### src/rtl/lsu_pkg.sv
// Shared encodings for the load/store unit: access sizes and FSM states.
package lsu_pkg;

  localparam logic [1:0] SIZE_BYTE = 2'b00;
  localparam logic [1:0] SIZE_HALF = 2'b01;
  localparam logic [1:0] SIZE_WORD = 2'b10;
  localparam logic [1:0] SIZE_RSVD = 2'b11;

  typedef enum logic [1:0] {
    IDLE = 2'b00,
    RD   = 2'b01,
    WR   = 2'b10,
    RESP = 2'b11
  } lsu_state_t;

endpackage

### src/rtl/lane_align.sv
// Byte-lane extraction/extension for loads and read-modify-write merge for stores.
// Purely combinational; no handshake of its own.
module lane_align
  import lsu_pkg::*;
#(
  parameter int width = 32
) (
  input  logic [1:0]       size,
  input  logic             sign_ext,
  input  logic [1:0]       addr_lo,
  input  logic [width-1:0] mem_word,
  input  logic [width-1:0] store_data,
  output logic [width-1:0] load_data,
  output logic [width-1:0] merged_word
);

  logic [7:0]  byte_val;
  logic [15:0] half_val;

  // A misaligned halfword uses lane addr[1]; bit 0 plays no part in lane choice.
  assign byte_val = mem_word[{addr_lo, 3'b000} +: 8];
  assign half_val = mem_word[{addr_lo[1], 4'b0000} +: 16];

  always_comb begin
    load_data = mem_word;
    case (size)
      SIZE_BYTE: load_data = {{(width-8){sign_ext & byte_val[7]}}, byte_val};
      SIZE_HALF: load_data = {{(width-16){sign_ext & half_val[15]}}, half_val};
      default:   load_data = mem_word;
    endcase
  end

  always_comb begin
    merged_word = mem_word;
    case (size)
      SIZE_BYTE: merged_word[{addr_lo, 3'b000} +: 8]     = store_data[7:0];
      SIZE_HALF: merged_word[{addr_lo[1], 4'b0000} +: 16] = store_data[15:0];
      default:   merged_word = store_data;
    endcase
  end

endmodule

### src/rtl/load_store_unit.sv
// MEM-stage load/store unit over a word-only memory; LSU_MISALIGN_TRAP_EN makes misaligned half/word accesses error.
// Latency: error 1, load/word store 2, sub-word store 3 cycles to resp_valid; req_ready only in IDLE.
// Backpressure: RESP holds indefinitely until resp_ready, with no memory activity meanwhile.
module load_store_unit
  import lsu_pkg::*;
#(
  parameter int addresswidth = 32,
  parameter int width        = 32
) (
  input  logic                    clk,
  input  logic                    rst_n,
  input  logic                    req_valid,
  output logic                    req_ready,
  input  logic                    req_write,
  input  logic [1:0]              req_size,
  input  logic                    req_signed,
  input  logic [addresswidth-1:0] req_address,
  input  logic [width-1:0]        req_wdata,
  output logic                    resp_valid,
  input  logic                    resp_ready,
  output logic [width-1:0]        resp_rdata,
  output logic                    resp_error,
  output logic [addresswidth-1:0] mem_address,
  output logic                    mem_read_en,
  output logic                    mem_write_en,
  output logic [width-1:0]        mem_data_in,
  input  logic [width-1:0]        mem_data_out
);

  lsu_state_t              state;
  logic                    write_q;
  logic [1:0]              size_q;
  logic                    signed_q;
  logic [addresswidth-1:0] addr_q;
  logic [width-1:0]        wdata_q;
  logic [width-1:0]        rdata_q;
  logic                    error_q;
  logic [width-1:0]        word_q;

  logic                    misalign;
  logic                    req_error;
  logic [width-1:0]        load_data;
  logic [width-1:0]        merged_word;

`ifdef LSU_MISALIGN_TRAP_EN
  assign misalign = ((req_size == SIZE_HALF) && req_address[0]) ||
                    ((req_size == SIZE_WORD) && (req_address[1:0] != 2'b00));
`else
  assign misalign = 1'b0;
`endif

  assign req_error = (req_size == SIZE_RSVD) || misalign;

  lane_align #(.width(width)) u_lane_align (
    .size        (size_q),
    .sign_ext    (signed_q),
    .addr_lo     (addr_q[1:0]),
    .mem_word    (mem_data_out),
    .store_data  (wdata_q),
    .load_data   (load_data),
    .merged_word (merged_word)
  );

  always_ff @(posedge clk or negedge rst_n) begin
    if (!rst_n) begin
      state    <= IDLE;
      write_q  <= 1'b0;
      size_q   <= SIZE_BYTE;
      signed_q <= 1'b0;
      addr_q   <= '0;
      wdata_q  <= '0;
      rdata_q  <= '0;
      error_q  <= 1'b0;
      word_q   <= '0;
    end else begin
      case (state)
        IDLE: begin
          if (req_valid) begin
            write_q  <= req_write;
            size_q   <= req_size;
            signed_q <= req_signed;
            addr_q   <= req_address;
            wdata_q  <= req_wdata;
            rdata_q  <= '0;
            error_q  <= req_error;
            if (req_error) begin
              state <= RESP;
            end else if (req_write && (req_size == SIZE_WORD)) begin
              word_q <= req_wdata;
              state  <= WR;
            end else begin
              state <= RD;
            end
          end
        end
        // mem_data_out is only valid here; it is captured once and never sampled again.
        RD: begin
          if (write_q) begin
            word_q <= merged_word;
            state  <= WR;
          end else begin
            rdata_q <= load_data;
            state   <= RESP;
          end
        end
        WR: state <= RESP;
        RESP: begin
          if (resp_ready) begin
            state <= IDLE;
          end
        end
        default: state <= IDLE;
      endcase
    end
  end

  // Memory strobes come straight from registered state so they are steady over the falling edge.
  assign req_ready    = (state == IDLE);
  assign resp_valid   = (state == RESP);
  assign resp_rdata   = resp_valid ? rdata_q : '0;
  assign resp_error   = resp_valid & error_q;
  assign mem_read_en  = (state == RD);
  assign mem_write_en = (state == WR);
  assign mem_data_in  = mem_write_en ? word_q : '0;
  assign mem_address  = {addr_q[addresswidth-1:2], 2'b00};

endmodule
### config.mk
export PLATFORM = sky130hd
export DESIGN_NAME = load_store_unit
export DESIGN_NICKNAME = d
export VERILOG_FILES = /design/src/rtl/lsu_pkg.sv /design/src/rtl/lane_align.sv /design/src/rtl/load_store_unit.sv
export SDC_FILE = /design/constraint.sdc
export NUM_CORES = 1
export LEC_CHECK = 0
export BUFFER_PORTS_ARGS = -buffer_cell sky130_fd_sc_hd__buf_2
export CAP_MARGIN = 5
export CORE_MARGIN = 2
export CORE_UTILIZATION = 53
export DETAILED_ROUTE_END_ITERATION = 10
export PLACE_DENSITY = 0.8
export SLEW_MARGIN = 20
export SYNTH_ARGS = -nofsm -noshare
export SYNTH_HDL_FRONTEND = slang
export SYNTH_SLANG_ARGS = --single-unit
export TNS_END_PERCENT = 10
### constraint.sdc
create_clock -name clk -period 2.7 [get_ports clk]
set_input_delay 0.27 -clock clk [delete_from_list [all_inputs] [get_ports clk]]
set_output_delay 0.27 -clock clk [all_outputs]
set_load 0.01 [all_outputs]
==> Word-level counts from Yosys, hierarchy flattened <==
Cells that the tools add are included.
{ "totals": {"ff_bits": 135, "wordCells": 60} }
{ "classes": {"reduce_logical": 8, "shift": 6, "n_eq_ne": 12, "muxes": 20, "n_addsub": 2, "bitwise_logic": 3} }
{ "op_table": {"columns": ["cell", "count"], "rows": [
  ["32-bit 2-to-1 mux", 8],
  ["32-bit case mux with 2 select lines", 4],
  ["32-bit bitwise mux", 2],
  ["16-bit by 7-bit variable shift with 32-bit output, first input constant", 1],
  ["8-bit by 7-bit variable shift with 32-bit output, first input constant", 1],
  ["16-bit by 7-bit indexed part select with 32-bit output", 1],
  ["32-bit by 6-bit indexed part select with 16-bit output", 1],
  ["32-bit by 6-bit indexed part select with 8-bit output", 1],
  ["8-bit by 7-bit indexed part select with 32-bit output", 1],
  ["5-bit negation with 7-bit output", 2],
  ["2-bit == test, second input constant", 4],
  ["2-bit 2-to-1 mux", 4],
  ["2-bit case mux with 4 select lines", 1],
  ["2-bit by 1-bit != test with 1-bit output, second input constant", 3],
  ["2-bit != test, second input constant", 3],
  ["5-bit AND reduction", 1],
  ["2-bit by 1-bit == test with 1-bit output, second input constant", 2],
  ["2-bit logical NOT", 2],
  ["2-bit AND reduction", 2],
  ["1-bit bitwise AND", 3],
  ["3-bit AND reduction", 1],
  ["2-bit nonzero test", 1],
  ["1-bit logical AND", 1],
  ["1-bit 2-to-1 mux", 1]
]} }

==> Logic depth before layout (Yosys ltp) <==
{ "logic_depth": {"ltp_word": 6, "mapped_depth": 9} }

==> Modules after synthesis <==
A second synthesis with hierarchy kept.
{ "unflattened": {"hier_cells": 707, "area_unflattened_um2": 7945.1} }
{ "by_module_without_submodules": {"columns": ["mod", "area_each_um2", "n_inst", "cells_each"], "rows": [
  ["load_store_unit", 6127.1, 1, 452],
  ["lane_align", 1818.0, 1, 255]
]} }

==> Least setup slack after synthesis <==
No wires, ideal clock.
{ "synth_path": {"path_type": "register to register", "start": "register addr_q[1]", "end": "register word_q[30]", "n_path_buf": 2, "setup_time_ns": 0.095, "slack_ns": 0.670, "required_ns": 2.605, "path_stages_with_launch": 9, "t_arrival_ns": 1.935, "path_cell_list": "dfrtp_1 > buf_4 > inv_2 > ha_1 > nor4bb_1 > clkbuf_1 > a221o_1 > a221oi_1 > o31ai_1"} }
{ "synth_via": {"elab_chain_len": 6, "elab_cells_between_ends": 11, "classes_between": "add/sub (2); shift (4); mux (5)"} }
{ "synth_lines": {"columns": ["item", "line_no", "text"], "rows": [
  ["from (decl)", "load_store_unit.sv:34", "logic [addresswidth-1:0] addr_q;"],
  ["from (signal assigned)", "load_store_unit.sv:82", "addr_q <= req_address;"],
  ["5-bit negation with 7-bit output (on tied branches)", "lane_align.sv:37, lane_align.sv:36", null],
  ["16-bit by 7-bit indexed part select with 32-bit output (tied with other cells)", "lane_align.sv:37", "SIZE_HALF: merged_word[{addr_lo[1], 4'b0000} +: 16] = store_data[15:0];"],
  ["32-bit bitwise mux (on tied branches)", "lane_align.sv:37, lane_align.sv:36", null],
  ["32-bit case mux with 2 select lines *", "lane_align.sv:35", "case (size)"],
  ["32-bit 2-to-1 mux *", "load_store_unit.sv:98", "if (write_q) begin"],
  ["32-bit case mux with 2 select lines *", "load_store_unit.sv:76", "case (state)"],
  ["to (signal assigned)", "load_store_unit.sv:89", "word_q <= req_wdata;"],
  ["to (signal assigned)", "load_store_unit.sv:99", "word_q <= merged_word;"],
  ["to (decl)", "load_store_unit.sv:38", "logic [width-1:0] word_q;"]
]} }
Mark *: on every way between the ends. The rest lies on a longest branch, timed or not. The select of a mux whose other input is x is not followed.
A chain may end at the register's enable or synchronous reset.

==> Final worst setup path <==
{ "layout_path": {"start": "register state[0]", "end": "register rdata_q[9]"} }
{ "layout_via": {"elab_chain_len": 3, "elab_cells_between_ends": 7, "classes_between": "eq/ne (3); mux (1); reduce/logical (3)"} }
{ "layout_lines": {"columns": ["item", "line_no", "text"], "rows": [
  ["from (decl)", "load_store_unit.sv:30", "lsu_state_t state;"],
  ["from (signal assigned)", "load_store_unit.sv:66", "state <= IDLE;"],
  ["from (signal assigned)", "load_store_unit.sv:87", "state <= RESP;"],
  ["from (signal assigned)", "load_store_unit.sv:90", "state <= WR;"],
  ["2-bit by 1-bit == test with 1-bit output or 2-bit logical NOT (tied branches)", "load_store_unit.sv:76", null],
  ["2-bit != test (no line) or 2-bit nonzero test (tied branches)", null, null],
  ["3-bit AND reduction (no line)", null, null],
  ["to (signal assigned)", "load_store_unit.sv:102", "rdata_q <= load_data;"],
  ["to (decl)", "load_store_unit.sv:36", "logic [width-1:0] rdata_q;"]
]} }
Several ways; a longest one is shown, not always the timed one.

==> impl_metrics.toml <==
[worst_setup_path]
worst-path-max-fanout = 32
start_kind = "flip-flop"
worst_ep_required_time_ns = 3.00
startpoint = "state[0]"
critical_path_class = "flip-flop to flip-flop"
arrival_ns = 2.62
slowest_delay_ns = 0.64
cpLargestDelayFamily = "compound AO/OA/AOI/OAI gates"
cp_cell_sequence = "inv_1 > ha_1 > and2b_1 > a211o_1 > a221o_1"
crit_buf_inv = 1
slowest_stage = "a211o_1"
end_kind = "flip-flop"
reg2reg_from = "state[0]"

[cts]
root_buffer = "clkbuf_16"
numCtsBuffers = 17
cts_resized = 0
clock_latency_ns = 0.42
cts.clk_slew.worst_paths_ns = 0.05
clock_sinks = 135
cts_max_level = 4
cts_tree = "yes"
cts_buffer_depth = 2

[power]
pwr-share-comb_pct = 47.8
ir_drop_uv = 571.1
powerDensity_nw_per_um2 = 1277
clock_power_share_pct = 19.6
power.leakage_nw = 4.374
internal_power_mw = 6.898
power_switching_share_pct = 40.35
p_seq_share_pct = 32.7
power_switching_mw = 4.666

[finish]
area_growth_pct = 19.43
post-route-util_pct = 65.01
area.sequential_um2 = 3379
multi_input_area_um2 = 3657
nFillCells = 1123
drive_above_1_share_pct = 39.79
n_antenna_cell = 0
final_nets = 972

[route]
first_pass_iters = 8
drt_iter0_markers = 768
drtAntennaViolNets = 0
vias_per_cell = 6.010
wl_per_cell_um = 19.92
drc_errors = 0
wirelength_um = 20950
dr_total_vias = 6323

[sta]
tightest_slew_ns = 0.9461
fin_tns_setup_ns = 0
setup_violations = 0
hold_viol = 0
slew_viol_final = 0
slew_headroom_pct = 36.44
fmax_mhz = 431.6
finalCriticalPeriod_ns = 2.317
finalClockSkew_ns = 0.007102
rsz0062_at_grt = "false"
period_share_pct = 85.81

[job]
maxCapViolCount = 0

[global_routing]
grt.overflow.total = 0
grt_usage_pct = 28.03
antenna_found_initial = 0
grt_pass1_wl_um = 32130
first_global_vias = 5732
grt_max_degree = 71

[floorplanning]
ioPinCount = 205
die_h_um = 123.6
initial_core_util_pct = 54.43
num_rows = 43
core_area_um2 = 13930
die_area_um2 = 15280
die_width_um = 123.6

[yosys]
synth-edff-count = 0
synth_top_flop_cell = "dfrtp_1"
ys_async_sr_fraction_pct = 100.0
synth_cell_types = 53
syn_area_um2 = 7585
synth.most_common_cell = "dfrtp_1"
syn_avg_cell_area_um2 = 10.65
postSynthCellCount = 712
yosys_warnings = 0
synthTopCellsByArea = "dfrtp_1 (45%), mux2_2 (10%), and2_1 (5.4%)"
synth_top_area_share_pct = 44.54
synth-seq-cells = 135
yosysTopAreaCell = "dfrtp_1"
synth_common_cells = "dfrtp_1 (135), mux2_2 (69), and2_1 (65), nand2_1 (61), nor2_1 (46)"
seq_area_frac_synth_pct = 44.54

[placement]
dp_hpwl_um = 14900
port_buffers = 202
gp_congestion = 0.9165

[status]
status = "completed"

[hold_path]
hp-start = "req_address[27]"
worstHoldPathType = "primary input to flip-flop"
[path summary, 6_finish.rpt]
kind,endpoint,cells after the start,slack [ns]
min in group asynchronous,rdata_q[0],2,0.38
min,addr_q[27],2,0.08
max in group asynchronous,addr_q[24],3,1.53
max,rdata_q[9],5,0.38
min reg2reg,word_q[18],2,0.47
max reg2reg,rdata_q[9],5,0.38
[area by class of cell]
class	count	area share, %
clock buffers	26	5.732
clock inverters	6	0.7044
inverters	15	0.6215
multi-input cells	473	40.37
flip-flops and latches	135	37.31
well taps	180	2.486
repair buffers	217	12.78
[stage by stage]
stage	hold slack [ns]	instances	total power, mW	setup WS [ns]	area (um^2)
after global routing	0.06546	1052	12.32	0.2118	9059
after global placement	0.2458	1019	9.078	0.5103	8463
after CTS	0.06672	1052	11.55	0.2011	9056
after detailed placement	0.2498	1019	9.235	0.4397	8463
final	0.07878	1052	11.56	0.3831	9059
after floorplan	-0.02559	713	7.993	0.6700	7589
[per-layer routing]
metal,wire [um],vias to the layer above,GRT usage [%]
met5,0,-,0
met2,9628,346,41.35
met1,8848,3053,40.74
met4,540,0,11.43
li1,-,2879,-
met3,1935,45,5.403
[logic make-up after synthesis]
group,after synthesis,share of synthesized area (%)
AO/OA/AOI/OAI,167,18.74
adder cells (fa/ha/maj),9,1.485
buffers and inverters,105,7.407
flip-flops,135,44.54
multiplexers,86,13.66
other,1,0.04944
AND/OR/NAND/NOR,209,14.12
[what timing repair did]
item,CTS,global route
hold endpoints to repair,49,0
hold buffers,1,0
buffers inserted,0,0
[power groups by stage]
| stage | Sequential, mW | Clock (mW) | Combinational (mW) |
|---|---|---|---|
| final | 3.78 | 2.26 | 5.52 |
| after floorplan | 3.45 | 0 | 4.55 |
| after global placement | 3.74 | 0 | 5.34 |
| after detailed placement | 3.78 | 0 | 5.46 |
| after global routing | 3.89 | 2.40 | 6.04 |
| after CTS | 3.75 | 2.29 | 5.51 |
[state kept, by name, summed over array words and instances (netlist names)]
name	count
addr_q	32
rdata_q	32
wdata_q	32
word_q	32
size_q	2
state	2
error_q	1
signed_q	1
write_q	1
[cell usage in the layout, fill, tap and decap left out, types with 3 or more instances in the layout]
| cell | netlist | layout |
|---|---|---|
| ha_1 | 9 | 7 |
| mux4_2 | 7 | 7 |
| o31ai_1 | 16 | 16 |
| o31ai_2 | 10 | 10 |
| buf_2 | 11 | 201 |
| o21ai_0 | 11 | 11 |
| a211o_1 | 3 | 3 |
| clkbuf_16 | 0 | 17 |
| dfrtp_1 | 135 | 134 |
| nor2b_1 | 3 | 3 |
| and2_1 | 65 | 65 |
| inv_1 | 13 | 13 |
| nand2_1 | 61 | 60 |
| a221o_1 | 38 | 38 |
| clkbuf_1 | 30 | 3 |
| mux2_2 | 69 | 69 |
| nor3_1 | 8 | 8 |
| nor2_1 | 46 | 46 |
| o21ai_1 | 7 | 7 |
| a22o_1 | 23 | 23 |
| buf_4 | 33 | 12 |
| o22ai_1 | 7 | 7 |
| clkbuf_8 | 0 | 6 |
| nand4_1 | 7 | 7 |
| nand2b_1 | 5 | 5 |
| a21oi_1 | 10 | 10 |
| mux2i_1 | 9 | 9 |
| o2111ai_1 | 7 | 7 |
| a221oi_1 | 24 | 24 |
No activity file was read; power rests on OpenSTA's default activity.
